**src/rtl/arb_pkg.sv**
```systemverilog
// Shared types for the four-way round-robin bus arbiter.
// No logic, so no latency.
// No flow control; types only.
//
// Contents: NUM_REQ, req_idx_t, arb_state_t, idx_to_onehot().
package arb_pkg;

    localparam int NUM_REQ = 4;

    typedef logic [1:0] req_idx_t;

    typedef enum logic {
        IDLE = 1'b0,
        OWN  = 1'b1
    } arb_state_t;

    function automatic logic [NUM_REQ-1:0] idx_to_onehot(input req_idx_t idx);
        return 4'b0001 << idx;
    endfunction

endpackage

```
**src/rtl/mux4_1.sv**
```systemverilog
// Four-input steering mux for the shared bus data.
// Purely combinational, zero cycles.
// No flow control.
//
// Ports: sel input index, din four WIDTH-bit inputs, dout selected input.
module mux4_1 #(
    parameter int WIDTH = 64
) (
    input  logic [1:0]            sel,
    input  logic [3:0][WIDTH-1:0] din,
    output logic [WIDTH-1:0]      dout
);

    assign dout = din[sel];

endmodule

```
**src/rtl/rr_pick4.sv**
```systemverilog
// Rotate-priority picker: first asserted request at ptr, ptr+1, ... (mod 4).
// Purely combinational, zero cycles.
// No flow control; the caller decides when the winner is consumed.
//
// Ports: req[3:0] request vector, ptr starting index,
//        winner chosen index (equals ptr when nothing requests), any_req.
module rr_pick4
    import arb_pkg::*;
(
    input  logic [NUM_REQ-1:0] req,
    input  req_idx_t           ptr,
    output req_idx_t           winner,
    output logic               any_req
);

    always_comb begin
        req_idx_t cand;
        winner  = ptr;
        any_req = |req;
        cand    = ptr;
        // Walk from the farthest offset back to offset 0 so the closest
        // requester to ptr is the last assignment and therefore wins.
        for (int k = NUM_REQ - 1; k >= 0; k--) begin
            cand = ptr + req_idx_t'(k);
            if (req[cand]) begin
                winner = cand;
            end
        end
    end

endmodule

```
**src/rtl/rr_bus_arbiter4.sv**
```systemverilog
// Round-robin owner of one shared WIDTH-bit bus among four burst requesters.
// Grant one cycle after req in IDLE; zero-bubble handoff on final beat; data path is combinational.
// Beats stall while bus_ready is low; owner keeps the bus (revoked after MAX_HOLD stalls with ARB_TIMEOUT_EN).
//
// Optional feature macro: ARB_TIMEOUT_EN (stall-timeout grant revocation).
// Ports: clk, reset_n (async active-low), req/last/req_data per requester,
//        bus_ready from downstream; grant (one-hot), sel, bus_valid,
//        bus_data, bus_last toward downstream; timeout revoke pulse.
module rr_bus_arbiter4
    import arb_pkg::*;
#(
    parameter int WIDTH    = 64,
    parameter int MAX_HOLD = 16
) (
    input  logic                  clk,
    input  logic                  reset_n,
    input  logic [3:0]            req,
    input  logic [3:0]            last,
    input  logic [3:0][WIDTH-1:0] req_data,
    input  logic                  bus_ready,
    output logic [3:0]            grant,
    output logic [1:0]            sel,
    output logic                  bus_valid,
    output logic [WIDTH-1:0]      bus_data,
    output logic                  bus_last,
    output logic                  timeout
);

    arb_state_t state;
    req_idx_t   ptr;
    req_idx_t   pick_ptr;
    req_idx_t   winner;
    logic       any_req;
    logic       owner_req;
    logic       xfer;
    logic       revoke;
    logic       release_bus;

    assign owner_req   = req[sel];
    assign bus_valid   = (state == OWN) & owner_req;
    assign bus_last    = bus_valid & last[sel];
    assign xfer        = bus_valid & bus_ready;
    assign release_bus = (state == OWN) & ((xfer & last[sel]) | ~owner_req | revoke);

    // In OWN the only arbitration that matters is the handoff one, which
    // starts just past the current owner; in IDLE it starts at ptr.
    assign pick_ptr = (state == OWN) ? (sel + 2'd1) : ptr;

    rr_pick4 u_pick (
        .req     (req),
        .ptr     (pick_ptr),
        .winner  (winner),
        .any_req (any_req)
    );

    mux4_1 #(
        .WIDTH (WIDTH)
    ) u_mux (
        .sel  (sel),
        .din  (req_data),
        .dout (bus_data)
    );

`ifdef ARB_TIMEOUT_EN
    localparam int HOLD_W = $clog2(MAX_HOLD + 1);

    logic [HOLD_W-1:0] hold_cnt;
    logic              load_grant;

    assign load_grant = any_req & ((state == IDLE) | release_bus);
    assign revoke     = (state == OWN) & ~xfer & (hold_cnt == HOLD_W'(MAX_HOLD));

    always_ff @(posedge clk or negedge reset_n) begin
        if (!reset_n) begin
            hold_cnt <= '0;
            timeout  <= 1'b0;
        end else begin
            timeout <= revoke;
            if (load_grant || xfer) begin
                hold_cnt <= '0;
            end else if (state == OWN) begin
                hold_cnt <= hold_cnt + 1'b1;
            end
        end
    end
`else
    // Without the timeout feature a stalled owner keeps the bus forever.
    localparam int unused_max_hold = MAX_HOLD;

    assign revoke  = 1'b0;
    assign timeout = 1'b0;
`endif

    always_ff @(posedge clk or negedge reset_n) begin
        if (!reset_n) begin
            state <= IDLE;
            ptr   <= '0;
            grant <= '0;
            sel   <= '0;
        end else begin
            case (state)
                IDLE: begin
                    if (any_req) begin
                        state <= OWN;
                        grant <= idx_to_onehot(winner);
                        sel   <= winner;
                    end
                end
                OWN: begin
                    if (release_bus) begin
                        ptr <= sel + 2'd1;
                        if (any_req) begin
                            grant <= idx_to_onehot(winner);
                            sel   <= winner;
                        end else begin
                            state <= IDLE;
                            grant <= '0;
                        end
                    end
                end
            endcase
        end
    end

endmodule

```
**config.mk**
```make
export PLATFORM = sky130hd
export DESIGN_NAME = rr_bus_arbiter4
export DESIGN_NICKNAME = d
export VERILOG_FILES = /design/src/rtl/arb_pkg.sv /design/src/rtl/mux4_1.sv /design/src/rtl/rr_pick4.sv /design/src/rtl/rr_bus_arbiter4.sv
export SDC_FILE = /design/constraint.sdc
export NUM_CORES = 1
export LEC_CHECK = 0
export CORE_AREA = 2 2 133 135
export CTS_CLUSTER_SIZE = 40
export DETAILED_ROUTE_END_ITERATION = 7
export DIE_AREA = 0 0 135 137
export SYNTH_ARGS = -nofsm -noshare
export SYNTH_HDL_FRONTEND = slang
export SYNTH_SLANG_ARGS = --single-unit
export TNS_END_PERCENT = 10
```
**constraint.sdc**
```tcl
create_clock -name clk -period 2.2 [get_ports clk]
set_input_delay 0.33 -clock clk [delete_from_list [all_inputs] [get_ports clk]]
set_output_delay 0.33 -clock clk [all_outputs]
set_load 0.02 [all_outputs]
```
==> metrics, run 1 <==
num rows=48; final period demand of the worst path=2.14 ns; Slew Limit Fails=0; Setup-failing EPs final=0; wirelength, routed=13,600 um; ANT cells=0; WS Path Type=register to output pin; Yosys top cell area share=0.698; netlist area before placement=2130 sq um; Total GRT Usage=0.129; Syn Area/Cell=15.0 sq um; Worst-path clk slew=0.04 ns; clock buffer count from CTS=3; initial antenna violation count=0; unrepaired setup endpoints after global routing=yes; hold_buf cts=0; final setup TNS=0 ns; Clk Latency, worst-skew pair=0.23 ns; Synthesized Nets=409; Slowest cell on crit path=mux4_2; die footprint=18,500 sq um; Leakage=2.20 nW; Final HPWL DP=11,800 um; Initial DRT Pass Iterations=4; post-synthesis sequential area ratio=0.106; period utilization=0.975; endpoint class of the critical path=output pin; die width=135 um; layout net count=753; Critical R2R Launch=sel[0]; Avg Vias per Cell=4.19; R2R cell count=7; Post-DRT Antenna Nets=0; Initial DRC Count=72; f_max=0.466 GHz; R2R Setup Slk=0.17 ns; DRC=0; TritonCTS clock tree=done; FF-to-FF End=grant[3]; routed len/inst=19.1 um; peak supply drop=0.441 mV; Overflow after GRT=0; outcome=completed; largest net degree at the start of global routing=36; Area contributors post-synth=mux4_2 70%, dfrtp_1 11%, buf_2 2.6%, o21ai_0 1.2%, a211oi_1 1.1%; Largest stage delay, worst path=0.51 ns; clk root buf=clkbuf_16; H-tree Lvls=1; core area=17,100 sq um; Crit Path Max Fanout=10; via count=2,976; startpoint types=register; post-placement cell count=702; layout cell share with drive strength beyond 1=0.237; vias in the first global route=3,186; number of register bits inferred by synthesis=9; Finished Core Util=0.348; max cap viols=0; clk_skew=0.000611 ns; clock sinks=9; endpoints failing hold=0; IO Port Bufs=338; global-route wire length before repair=18,500 um; Max clock buf depth=2; Area Growth Syn to Fin=179%; post-synthesis cell count=142; WP data arrival=1.81 ns; type of the tightest min-delay check=input port to async pin; Initial Util=0.125; Distinct cells, synth=34; Non-Filler Instances=710; IO Pins=340; Yosys top cell by area=mux4_2; critical path, cell by cell=buf_12, clkbuf_16, mux4_2, clkdlybuf4s15_1; Critical Path RT=1.87 ns; Final Wtd Congestion=0.784; Die Y=137 um; Cell Pwr Density=984 nW/um^2; Syn. warnings=0
## power by group
part | internal [mW] | leakage, nW | total (mW) | switching [mW]
Sequential | 0.243 | 0.107 | 0.328 | 0.0851
Combinational | 2.72 | 2.06 | 5.19 | 2.47
Clock | 0.242 | 0.0382 | 0.314 | 0.0728
Total | 3.20 | 2.20 | 5.83 | 2.63
## worst max-delay path by stage
| stage | start | to | slack, ns |
|---|---|---|---|
| after floorplan | sel[0] | bus_data[0] | 0.09 |
| after global placement | req[3] | bus_valid | -0.14 |
| after detailed placement | req[3] | bus_valid | -0.14 |
| after CTS | sel[0] | bus_last | -0.02 |
| after global routing | sel[0] | bus_data[60] | -0.007 |
| final | sel[0] | bus_data[5] | 0.06 |
## critical path, delay by kind of cell, from the launching register on
kind                   cells  cell delay (ns)
DFF                        1             0.43
buffers and inverters      3             0.64
muxes                      1             0.51
## through the flow
step / hold slack, ns / area [sq um] / worst slack [ns] / total power [mW]
after floorplan: 0.0344 / 2130 / 0.0933 / 3.32
after global placement: 0.485 / 5860 / -0.142 / 5.76
after detailed placement: 0.478 / 5860 / -0.140 / 5.79
after CTS: 0.428 / 5910 / -0.0227 / 5.79
after global routing: 0.457 / 5930 / -0.00696 / 6.16
final: 0.410 / 5930 / 0.0560 / 5.83
## placed cells by master (no fill, tap or decap), drive strengths merged, types with 3 or more instances in the layout
master         netlist  layout
nand2b               3       3
dlygate4sd2          0      21
dfrtp                9       9
inv                  5       5
o21ai                7       7
a211oi               3       3
clkdlybuf4s15        0      26
nand2                6       6
clkdlybuf4s50        0     272
mux4                66      66
buf                 14      23
clkbuf               4      19
## cell families (layout without fill, tap and decap cells)
family / after synthesis / after routing / synth area share
AOI/OAI and AO/OA: 22 / 22 / 0.0788
xor gates and xnor gates: 1 / 1 / 0.00412
buffers and inverters: 23 / 366 / 0.0523
DFF: 9 / 9 / 0.106
muxes: 69 / 69 / 0.713
other: 1 / 1 / 0.00176
and+or+nand+nor: 17 / 17 / 0.0441
## synthesized netlist by cell type
master,count
a211oi_1,3
a32oi_1,1
nand2_1,5
o22ai_1,1
mux2i_1,2
conb_1,1
buf_2,11
buf_6,1
o211ai_1,1
and2_4,1
inv_1,5
nand3_1,2
mux2_2,1
a21o_1,2
nor3_1,1
xor2_1,1
mux4_2,66
a22o_1,2
o21ai_0,5
a21oi_1,1
o21a_1,1
buf_4,1
clkbuf_1,4
nor3_2,1
dfrtp_1,9
a311o_1,2
nor2_1,1
o21bai_1,1
buf_1,1
o21ai_2,1
nand2_2,1
o21ai_4,1
and3_1,2
nand2b_1,3
## state kept, by name, indices dropped and copies added (netlist names)
signal	count
grant	4
ptr	2
sel	2
state	1
## timing repair
| item | in CTS | in global routing |
|---|---|---|
| setup buffers | 3 | 0 |
| endpoints found under the setup margin | 61 | 55 |
| gates cloned | 0 | 1 |
| pin swaps | 0 | 0 |
| resized for setup | 66 | 55 |
## per-layer routing
| metal | vias to the layer above | wire, um | global-route usage |
|---|---|---|---|
| met2 | 191 | 7050 | 0.241 |
| met1 | 1446 | 5170 | 0.155 |
| met4 | 0 | 29 | 0.00579 |
| li1 | 1335 | - | - |
| met5 | - | 0 | 0 |
| met3 | 4 | 1340 | 0.0378 |
## final cells by class
type / count / area, sq um
Tap cell: 225 / 282
Multi-Input combinational cell: 110 / 1800
Sequential cell: 9 / 230
Fill cell: 1670 / 11100
Timing Repair Buffer: 357 / 3520
Inverter: 5 / 18.8
Clock buffer: 4 / 78.8
(Power assumes the default switching activity.)
==> run 2: changes to the inputs <==
Settings changed: GPL_TIMING_DRIVEN set to 0.
==> metrics, run 2 (synthesis gave the netlist of run 1 again) <==
commonest non-fill, non-tap cell in the layout=clkdlybuf4s50_1; initial antenna violation count=0; Clk Latency, worst-skew pair=0.23 ns; final-layout fill cell count=1,699; WS Path Type=register to output pin; Crit path depth=4; via count=3,005; critical path, cell by cell=buf_6, buf_12, mux4_2, dlygate4sd2_1; final setup TNS=0 ns; Avg Vias per Cell=4.20; global-route wire length before repair=19,300 um; clk root buf=clkbuf_16; vias in the first global route=3,254; IO Pins=340; max cap viols=0; Initial Util=0.125; final worst slack=0.0164 ns; Area Growth Syn to Fin=174%; Flop pwr share=0.049; dpl ws=-0.814 ns; Reg with most FFs=grant; most frequent cells in the layout=268 x clkdlybuf4s50_1, 66 x mux4_2, 41 x buf_2; endpoint class of the critical path=output pin; num rows=48; Cell Pwr Density=990 nW/um^2; Max clock buf depth=2; R2R cell count=6; routed len/inst=19.4 um; Comb power frac=0.895; Slew Limit Fails=0; Final Wtd Congestion=0.854; IO Port Bufs=338; endpoints failing hold=0; Worst-path clk slew=0.04 ns; clock sinks=9; Final HPWL DP=12,100 um; f_max=0.458 GHz; die footprint=18,500 sq um; clk_skew=0.00163 ns; Leakage=2.22 nW; Crit Path Max Fanout=8; total internal power=3.14 mW; ANT cells=0; largest net degree at the start of global routing=11; Sw Ratio=0.456; clock buffer count from CTS=3; Initial DRC Count=81; max reg flops=4; Initial DRT Pass Iterations=4; Total GRT Usage=0.135; layout net count=758; TritonCTS clock tree=done; wirelength, routed=13,900 um; WP data arrival=1.85 ns; Top Registers=grant x4, ptr x2, sel x2; DRC=0; Die Y=137 um; type of the tightest min-delay check=input port to async pin; total power=5.78 mW; unrepaired setup endpoints after global routing=yes; top cell family by delay on the critical path=buffers and inverters; Slowest cell on crit path=mux4_2; final period demand of the worst path=2.18 ns; outcome=completed; die width=135 um; period utilization=0.993; Buf/Inv on CP=3; Post-DRT Antenna Nets=0; Setup-failing EPs final=0; H-tree Lvls=1; layout cell share with drive strength beyond 1=0.288; peak supply drop=0.579 mV; Sw Pwr=2.64 mW; startpoint types=register; core area=17,100 sq um; Largest stage delay, worst path=0.49 ns; Clock power frac=0.055; Critical Path RT=1.87 ns; Overflow after GRT=0
==> run 2: cell types whose count changed in the layout (fill, tap and decap cells not counted), moves of 3 or more <==
cell and delta:
buf_2 +41, clkdlybuf4s15_1 -24, clkbuf_2 -12, buf_4 -7, dlygate4sd2_1 +5, clkdlybuf4s50_1 -4
clkbuf_4 +3
==> run 2: through the flow <==
step	cells	hold slack (ns)	utilization	area, sq um
floorplan	142	0.0344	-	2130
global placement	705	0.489	0.340	5790
detailed placement	705	0.477	0.340	5790
CTS	713	0.420	0.343	5850
global route	715	0.438	0.342	5830
finish	715	0.403	0.342	5830
==> run 2: final timing paths <==
kind	end	start	slack, ns
setup / recovery	bus_data[40]	sel[0]	0.02
hold / removal	grant[2]	reset_n	0.40
setup reg to reg	ptr[1]	sel[0]	0.17
hold reg to reg	grant[1]	grant[1]	0.50
max in group asynchronous	grant[0]	reset_n	1.50
min in group clk	grant[1]	grant[1]	0.50
==> run 2: power groups by stage <==
stage	logic, mW	registers, mW	clock network, mW
CTS	5.23	0.287	0.322
floorplan	2.99	0.329	0
global route	5.50	0.296	0.334
detailed placement	5.41	0.284	0
finish	5.17	0.285	0.319
global placement	5.38	0.285	0
==> run 2: layer usage <==
layer | vias up | wire, um | track usage
li1 | 1343 | - | -
met1 | 1461 | 5300 | 0.165
met2 | 193 | 7150 | 0.247
met3 | 8 | 1370 | 0.0326
met4 | 0 | 77 | 0.0145
met5 | - | 0 | 0
==> run 2: timing repair <==
item / 4_1_cts / 5_1_grt
hold buffers: 0 / 0
setup buffers: 4 / 1
resized for setup: 215 / 23
setup endpoints to repair: 66 / 50
cloned: 0 / 1
==> run 2: area by class of cell <==
cell class / count / area [sq um] / area share
sequential: 9 / 225 / 0.0386
tap: 225 / 282 / 0.0483
inverter: 5 / 18.8 / 0.00322
buffer: 18 / 223 / 0.0382
timing repair buffer: 344 / 3220 / 0.551
clock buffer: 4 / 78.8 / 0.0135
multi-input combinational: 110 / 1790 / 0.307
